$ cat src/rtl/share_random_source.sv
// Seeded 64-bit LFSR random source feeding a zero-sharing block.
// Two-word seed load, optional warm-up discard, then ready/valid delivery.
module share_random_source #(
   parameter int unsigned OUT_WIDTH     = 4,
   parameter int unsigned WARMUP_CYCLES = 16
) (
   input  logic                 in_clock,
   input  logic                 in_reset,
   input  logic [31:0]          in_seed,
   input  logic                 in_seed_valid,
   output logic                 out_seed_ready,
   output logic [OUT_WIDTH-1:0] out_random,
   output logic                 out_valid,
   input  logic                 in_ready
);

   localparam int unsigned STATE_W = 64;
   localparam int unsigned SEED_W  = 32;
   localparam int unsigned CNT_W   = 8;
   localparam logic [CNT_W-1:0] WARM_LAST =
      CNT_W'((WARMUP_CYCLES == 0) ? 0 : (WARMUP_CYCLES - 1));

   if ((OUT_WIDTH < 1) || (OUT_WIDTH > 64)) begin : g_bad_out_width
      $error("share_random_source: OUT_WIDTH must be in 1..64");
   end
   if (WARMUP_CYCLES > 255) begin : g_bad_warmup
      $error("share_random_source: WARMUP_CYCLES must be in 0..255");
   end

   typedef enum logic [1:0] {
      UNSEEDED = 2'd0,
      SEED_HI  = 2'd1,
      WARMUP   = 2'd2,
      RUN      = 2'd3
   } state_t;

   state_t               state_q, state_d;
   logic [STATE_W-1:0]   lfsr_q, lfsr_d;
   logic [CNT_W-1:0]     cnt_q, cnt_d;
   logic                 valid_q, valid_d;
   logic                 seed_ready_q, seed_ready_d;
   logic [STATE_W-1:0]   seed_full;

   // One advance = OUT_WIDTH single steps, unrolled within the cycle
   function automatic logic [STATE_W-1:0] lfsr_advance(input logic [STATE_W-1:0] s);
      logic [STATE_W-1:0] t;
      t = s;
      for (int unsigned i = 0; i < OUT_WIDTH; i++) begin
         t = {t[62:0], t[63] ^ t[62] ^ t[60] ^ t[59]};
      end
      return t;
   endfunction

   // Next-state, datapath and registered-output decode
   always_comb begin
      state_d      = state_q;
      lfsr_d       = lfsr_q;
      cnt_d        = cnt_q;
      seed_full    = {in_seed, lfsr_q[SEED_W-1:0]};

      case (state_q)
         UNSEEDED: begin
            if (in_seed_valid) begin
               lfsr_d[SEED_W-1:0] = in_seed;
               state_d            = SEED_HI;
            end
         end
         SEED_HI: begin
            if (in_seed_valid) begin
               // An all-zero seed would lock the LFSR; substitute 1
               lfsr_d  = (seed_full == '0) ? STATE_W'(1) : seed_full;
               cnt_d   = '0;
               state_d = (WARMUP_CYCLES == 0) ? RUN : WARMUP;
            end
         end
         WARMUP: begin
            lfsr_d = lfsr_advance(lfsr_q);
            cnt_d  = cnt_q + CNT_W'(1);
            if (cnt_q == WARM_LAST) begin
               state_d = RUN;
            end
         end
         RUN: begin
            // A new seed wins over a simultaneous transfer; no advance then
            if (in_seed_valid) begin
               lfsr_d[SEED_W-1:0] = in_seed;
               state_d            = SEED_HI;
            end else if (in_ready) begin
               lfsr_d = lfsr_advance(lfsr_q);
            end
         end
         default: begin
            state_d = UNSEEDED;
         end
      endcase

      valid_d      = (state_d == RUN);
      seed_ready_d = (state_d != WARMUP);
   end

   always_ff @(posedge in_clock) begin
      if (in_reset) begin
         state_q      <= UNSEEDED;
         lfsr_q       <= '0;
         cnt_q        <= '0;
         valid_q      <= 1'b0;
         seed_ready_q <= 1'b1;
      end else begin
         state_q      <= state_d;
         lfsr_q       <= lfsr_d;
         cnt_q        <= cnt_d;
         valid_q      <= valid_d;
         seed_ready_q <= seed_ready_d;
      end
   end

   assign out_random     = lfsr_q[OUT_WIDTH-1:0];
   assign out_valid      = valid_q;
   assign out_seed_ready = seed_ready_q;

endmodule

$ cat config.mk
export PLATFORM = sky130hd
export DESIGN_NAME = share_random_source
export DESIGN_NICKNAME = d
export VERILOG_FILES = /design/src/rtl/share_random_source.sv
export SDC_FILE = /design/constraint.sdc
export NUM_CORES = 1
export LEC_CHECK = 0
export CORE_MARGIN = 5
export CORE_UTILIZATION = 25
export DETAILED_ROUTE_END_ITERATION = 10
export GPL_TIMING_DRIVEN = 0
export PLACE_DENSITY_LB_ADDON = 0.2
export SYNTH_ARGS = -nofsm -noshare
export SYNTH_HDL_FRONTEND = slang
export SYNTH_SLANG_ARGS = --single-unit
$ cat constraint.sdc
create_clock -name in_clock -period 2.2 [get_ports in_clock]
set_input_delay 0.33 -clock in_clock [delete_from_list [all_inputs] [get_ports in_clock]]
set_output_delay 0.33 -clock in_clock [all_outputs]
set_load 0.01 [all_outputs]
==> summary.log <==
[run_status] status complete, no violations
[drt] antenna-violating nets left 0
[drt] number of vias in the routed layout 3928
[drt] vias per cell 5.433
[sta] Final setup viols 0
[sta] fin worst setup slack 6.099 ps
[clock_network] clock insertion delay at the later pin of the skew report 340 ps
[finish] Net count, final 572
[placed_design] Final Wtd Congestion 0.8390
[sta] remaining max-slew budget at the tightest pin 60.35%
[clock_network] clock tree from TritonCTS done
[power] power consumption 5.984 mW
[floorplan] number of primary I/O pins 42
[sta] slew at the pin closest to its max-slew limit 594.8 ps
[synth] proportion of synthesized chip area in sequential cells 39.61%
[clock_network] TritonCTS sink count 76
[finish] Final Cell Area 5159 um^2
[synth] flop and latch count out of synthesis 76
[finish] fillcell total 1566
[synth] top-area cell type share of the netlist area 39.61%
[synth] post-synthesis async set-or-reset flop share 0%
[finish] # diodes 0
[setup_path] gate family responsible for the most delay along the worst path simple AND/OR/NAND/NOR gates
[synth] biggest area contributors in the synthesized netlist sky130_fd_sc_hd__dfxtp_1 40%, sky130_fd_sc_hd__a311oi_1 6.2%, sky130_fd_sc_hd__a22oi_1 5.5%
[synth] number of flops mapped to enable cells by yosys 0
[hold_path] Hold Path Sink lfsr_q[43]
[power] Comb power frac 37.2%
[clock_network] # H-tree levels 3
[setup_path] delay contributed by the slowest stage of the critical path 590 ps
[finish] non-filler cells in the finished layout 723
[finish] core occupancy in the finished layout 34.06%
[power] Clock Power Share 28.7%
[setup_path] number of cells on the worst reg-to-reg path 6
[synth] post-synthesis cell area 3841 um^2
[clock_network] CTS Root Cell sky130_fd_sc_hd__clkbuf_16
[sta] max-slew violation total from the final report 0
[floorplan] initial core utilization 25.36%
[placed_design] placed wire-length estimate after detailed placement 10180 um
[power] part of the total power dissipated in sequential elements 34.1%
[power] switching share of power 36.31%
[finish] Synth-to-Final Area Change 34.30%
[floorplan] width of the die 134.0 um
[sta] worst clock skew 8.642 ps
[placed_design] number of placed instances, taps included 703
[sta] number of hold-slack violations in the final timing report 0
[setup_path] peak fanout along the critical path 9
[floorplan] die outline height 134.0 um
[setup_path] startpoint kind of the worst setup timing path input port
[sta] final worst path period need 2194 ps
[hold_path] worst hold path depth 3
[setup_path] kind of critical path in2reg
[synth] mean instance size in the synthesized netlist 8.070 um^2
[placed_design] standard cell area after detailed placement 4467 um^2
[setup_path] end of the worst register-to-register path lfsr_q[6]
[floorplan] Std-Cell Core Area 15150 um^2
[drt] DRC violation count after routing 0
[placed_design] port bufs 39
[sta] Worst Hold Margin 392.4 ps
[global_routing] gr ovfl total 0
[sta] share of the clock period used by the worst path after layout 99.72%
[clock_network] Bufs on Longest Clock Path 2
[global_routing] initial antenna violation count 0
[finish] area of the multi-input gates 2311 um^2
[global_routing] largest net degree at the start of global routing 14
[setup_path] Crit path buffers/inverters 2
[finish] proportion of layout cells with a drive suffix above 1 17.01%
[sta] highest clock rate 455.8 MHz
[synth] cell taking the most area after synthesis sky130_fd_sc_hd__dfxtp_1
[sta] RSZ-0062 raised after global routing yes
[synth] total of warnings raised by yosys 0
[clock_network] hold-fix buffers at CTS 0
[power] Switching Power 2.173 mW
[hold_path] hold crit path type in2reg
[drt] first-pass iteration count of the detailed router 5
[synth] Yosys cell types 43
[clock_network] number of buffers created by CTS 9
[synth] dominant synthesized flop cell sky130_fd_sc_hd__dfxtp_1
[job] max-cap violations 0
[floorplan] Placement Rows 45
[clock_network] clock transition at the registers of the reported paths 60 ps
[power] power per cell area 1160 nW/um^2
[power] internal power of the cells 3.811 mW
[synth] gate count after technology mapping 476
[placed_design] Worst Setup Slack post-DPL -694.8 ps
[finish] most frequent cells in the layout 69 x sky130_fd_sc_hd__dfxtp_1, 45 x sky130_fd_sc_hd__nor2_1, 36 x sky130_fd_sc_hd__nand2_1, 35 x sky130_fd_sc_hd__nand3_1, 34 x sky130_fd_sc_hd__o21ai_0
[setup_path] register-to-register setup slack 50 ps
[power] maximum vdd drop 0.3470 mV
[sta] post-route setup TNS 0 ps
[setup_path] Arrival @ worst endpoint 2470 ps
[finish] register cell area after layout 1530 um^2
[setup_path] Crit-path slowest cell sky130_fd_sc_hd__o41a_4
[floorplan] Die Area 17940 um^2
[global_routing] Global Route Usage Sum 15.05%
[setup_path] startpoint of the worst-slack reg-to-reg timing path lfsr_q[26]
[setup_path] required time of the critical path 2470 ps
[global_routing] number of global-route vias before repair 3832
[finish] most common library cell in the layout ignoring fill and taps sky130_fd_sc_hd__dfxtp_1
[drt] detailed-route wire length 13620 um
[drt] routed wirelength normalized by instance count 18.84 um
[setup_path] kind of end point of the critical path register
[global_routing] global-route wire length before repair 21060 um
[drt] starting DRC count in detailed routing 321
[hold_path] HP Start in_seed[11]
[power] LEAKAGE 1.935 nW
[synth] net count after synthesis 518
[setup_path] cell-by-cell trace of the critical path dlygate4sd2_1 > nor4_2 > nand4_1 > o41a_4 > buf_4 > or3_1 > a21oi_2
-- sequential cells by signal, summed over array words and instances, names as in the netlist --
signal and count:
out_seed_ready 1, cnt_q 8, out_valid 1, lfsr_q 64, state_q 2
-- power by group through the flow --
| stage | clock network, mW | logic, mW | registers, mW |
|---|---|---|---|
| after global routing | 1.80 | 2.46 | 2.08 |
| final | 1.71 | 2.23 | 2.04 |
| after detailed placement | 0 | 2.01 | 2.02 |
| after CTS | 1.74 | 2.09 | 2.02 |
| after global placement | 0 | 2.00 | 2.01 |
| after floorplan | 0 | 1.43 | 1.92 |
-- timing repair --
| item | in CTS | in global routing |
|---|---|---|
| gates resized for setup | 48 | 69 |
| pin swaps | 8 | 21 |
| cloned | 0 | 2 |
| setup buffers | 3 | 2 |
| setup endpoints to repair | 66 | 65 |
-- cells in the mapped netlist (2+ instances only) --
| master | n |
|---|---|
| sky130_fd_sc_hd__a22oi_1 | 28 |
| sky130_fd_sc_hd__nor2b_1 | 4 |
| sky130_fd_sc_hd__a22o_1 | 3 |
| sky130_fd_sc_hd__o21ai_1 | 4 |
| sky130_fd_sc_hd__a311oi_1 | 27 |
| sky130_fd_sc_hd__buf_6 | 3 |
| sky130_fd_sc_hd__nand4_1 | 5 |
| sky130_fd_sc_hd__o21bai_1 | 3 |
| sky130_fd_sc_hd__clkbuf_1 | 38 |
| sky130_fd_sc_hd__o311a_1 | 3 |
| sky130_fd_sc_hd__nand2_1 | 36 |
| sky130_fd_sc_hd__inv_1 | 2 |
| sky130_fd_sc_hd__xnor2_1 | 9 |
| sky130_fd_sc_hd__a21oi_1 | 32 |
| sky130_fd_sc_hd__nand3_1 | 36 |
| sky130_fd_sc_hd__a31oi_1 | 6 |
| sky130_fd_sc_hd__buf_1 | 3 |
| sky130_fd_sc_hd__dfxtp_1 | 76 |
| sky130_fd_sc_hd__ha_1 | 6 |
| sky130_fd_sc_hd__or3_1 | 28 |
| sky130_fd_sc_hd__nor2_1 | 45 |
| sky130_fd_sc_hd__buf_4 | 4 |
| sky130_fd_sc_hd__nand2b_1 | 2 |
| sky130_fd_sc_hd__o21ai_0 | 34 |
| sky130_fd_sc_hd__nor4_1 | 16 |
| sky130_fd_sc_hd__xor2_1 | 6 |
-- how the worst max path moves through the flow --
stage / start / endpoint / slack (ps) / cells after the start
2_1_floorplan: state_q[1] / lfsr_q[41] / 220 / 7
3_3_place_gp: in_seed[21] / lfsr_q[57] / -680 / 8
3_5_place_dp: in_seed[21] / lfsr_q[50] / -690 / 8
4_1_cts: in_seed[26] / lfsr_q[30] / 2 / 7
5_1_grt: lfsr_q[25] / lfsr_q[24] / -30 / 6
6_report: in_seed[20] / lfsr_q[6] / 6 / 7
-- cell type report --
class | count | share of cell area [%]
Buffer | 46 | 4.924
Clock buffer | 10 | 4.439
Clock inverter | 6 | 2.159
Inverter | 4 | 0.2911
Multi-Input combinational cell | 347 | 44.80
Sequential cell | 76 | 29.66
Tap cell | 188 | 4.560
Timing Repair Buffer | 46 | 9.168
-- per-layer routing --
| metal | global-route usage (%) | wire, um |
|---|---|---|
| met5 | 0 | 0 |
| met4 | 6.229 | 297 |
| met3 | 2.476 | 668 |
| met2 | 23.61 | 6275 |
| met1 | 20.55 | 6376 |
-- worst min-delay path, cell delays in order --
cell	delay, ps
sky130_fd_sc_hd__dlymetal6s2s_1	180
sky130_fd_sc_hd__nand3_1	100
sky130_fd_sc_hd__a311oi_1	80
-- kinds of logic after synthesis --
group           synth area share (%)
xor+xnor                       3.420
fa+ha+maj                      1.954
simple gates                   22.31
mux                           0.2606
buf+inv                        6.189
compound gates                 26.25
flops                          39.61
(Power assumes the default switching activity.)
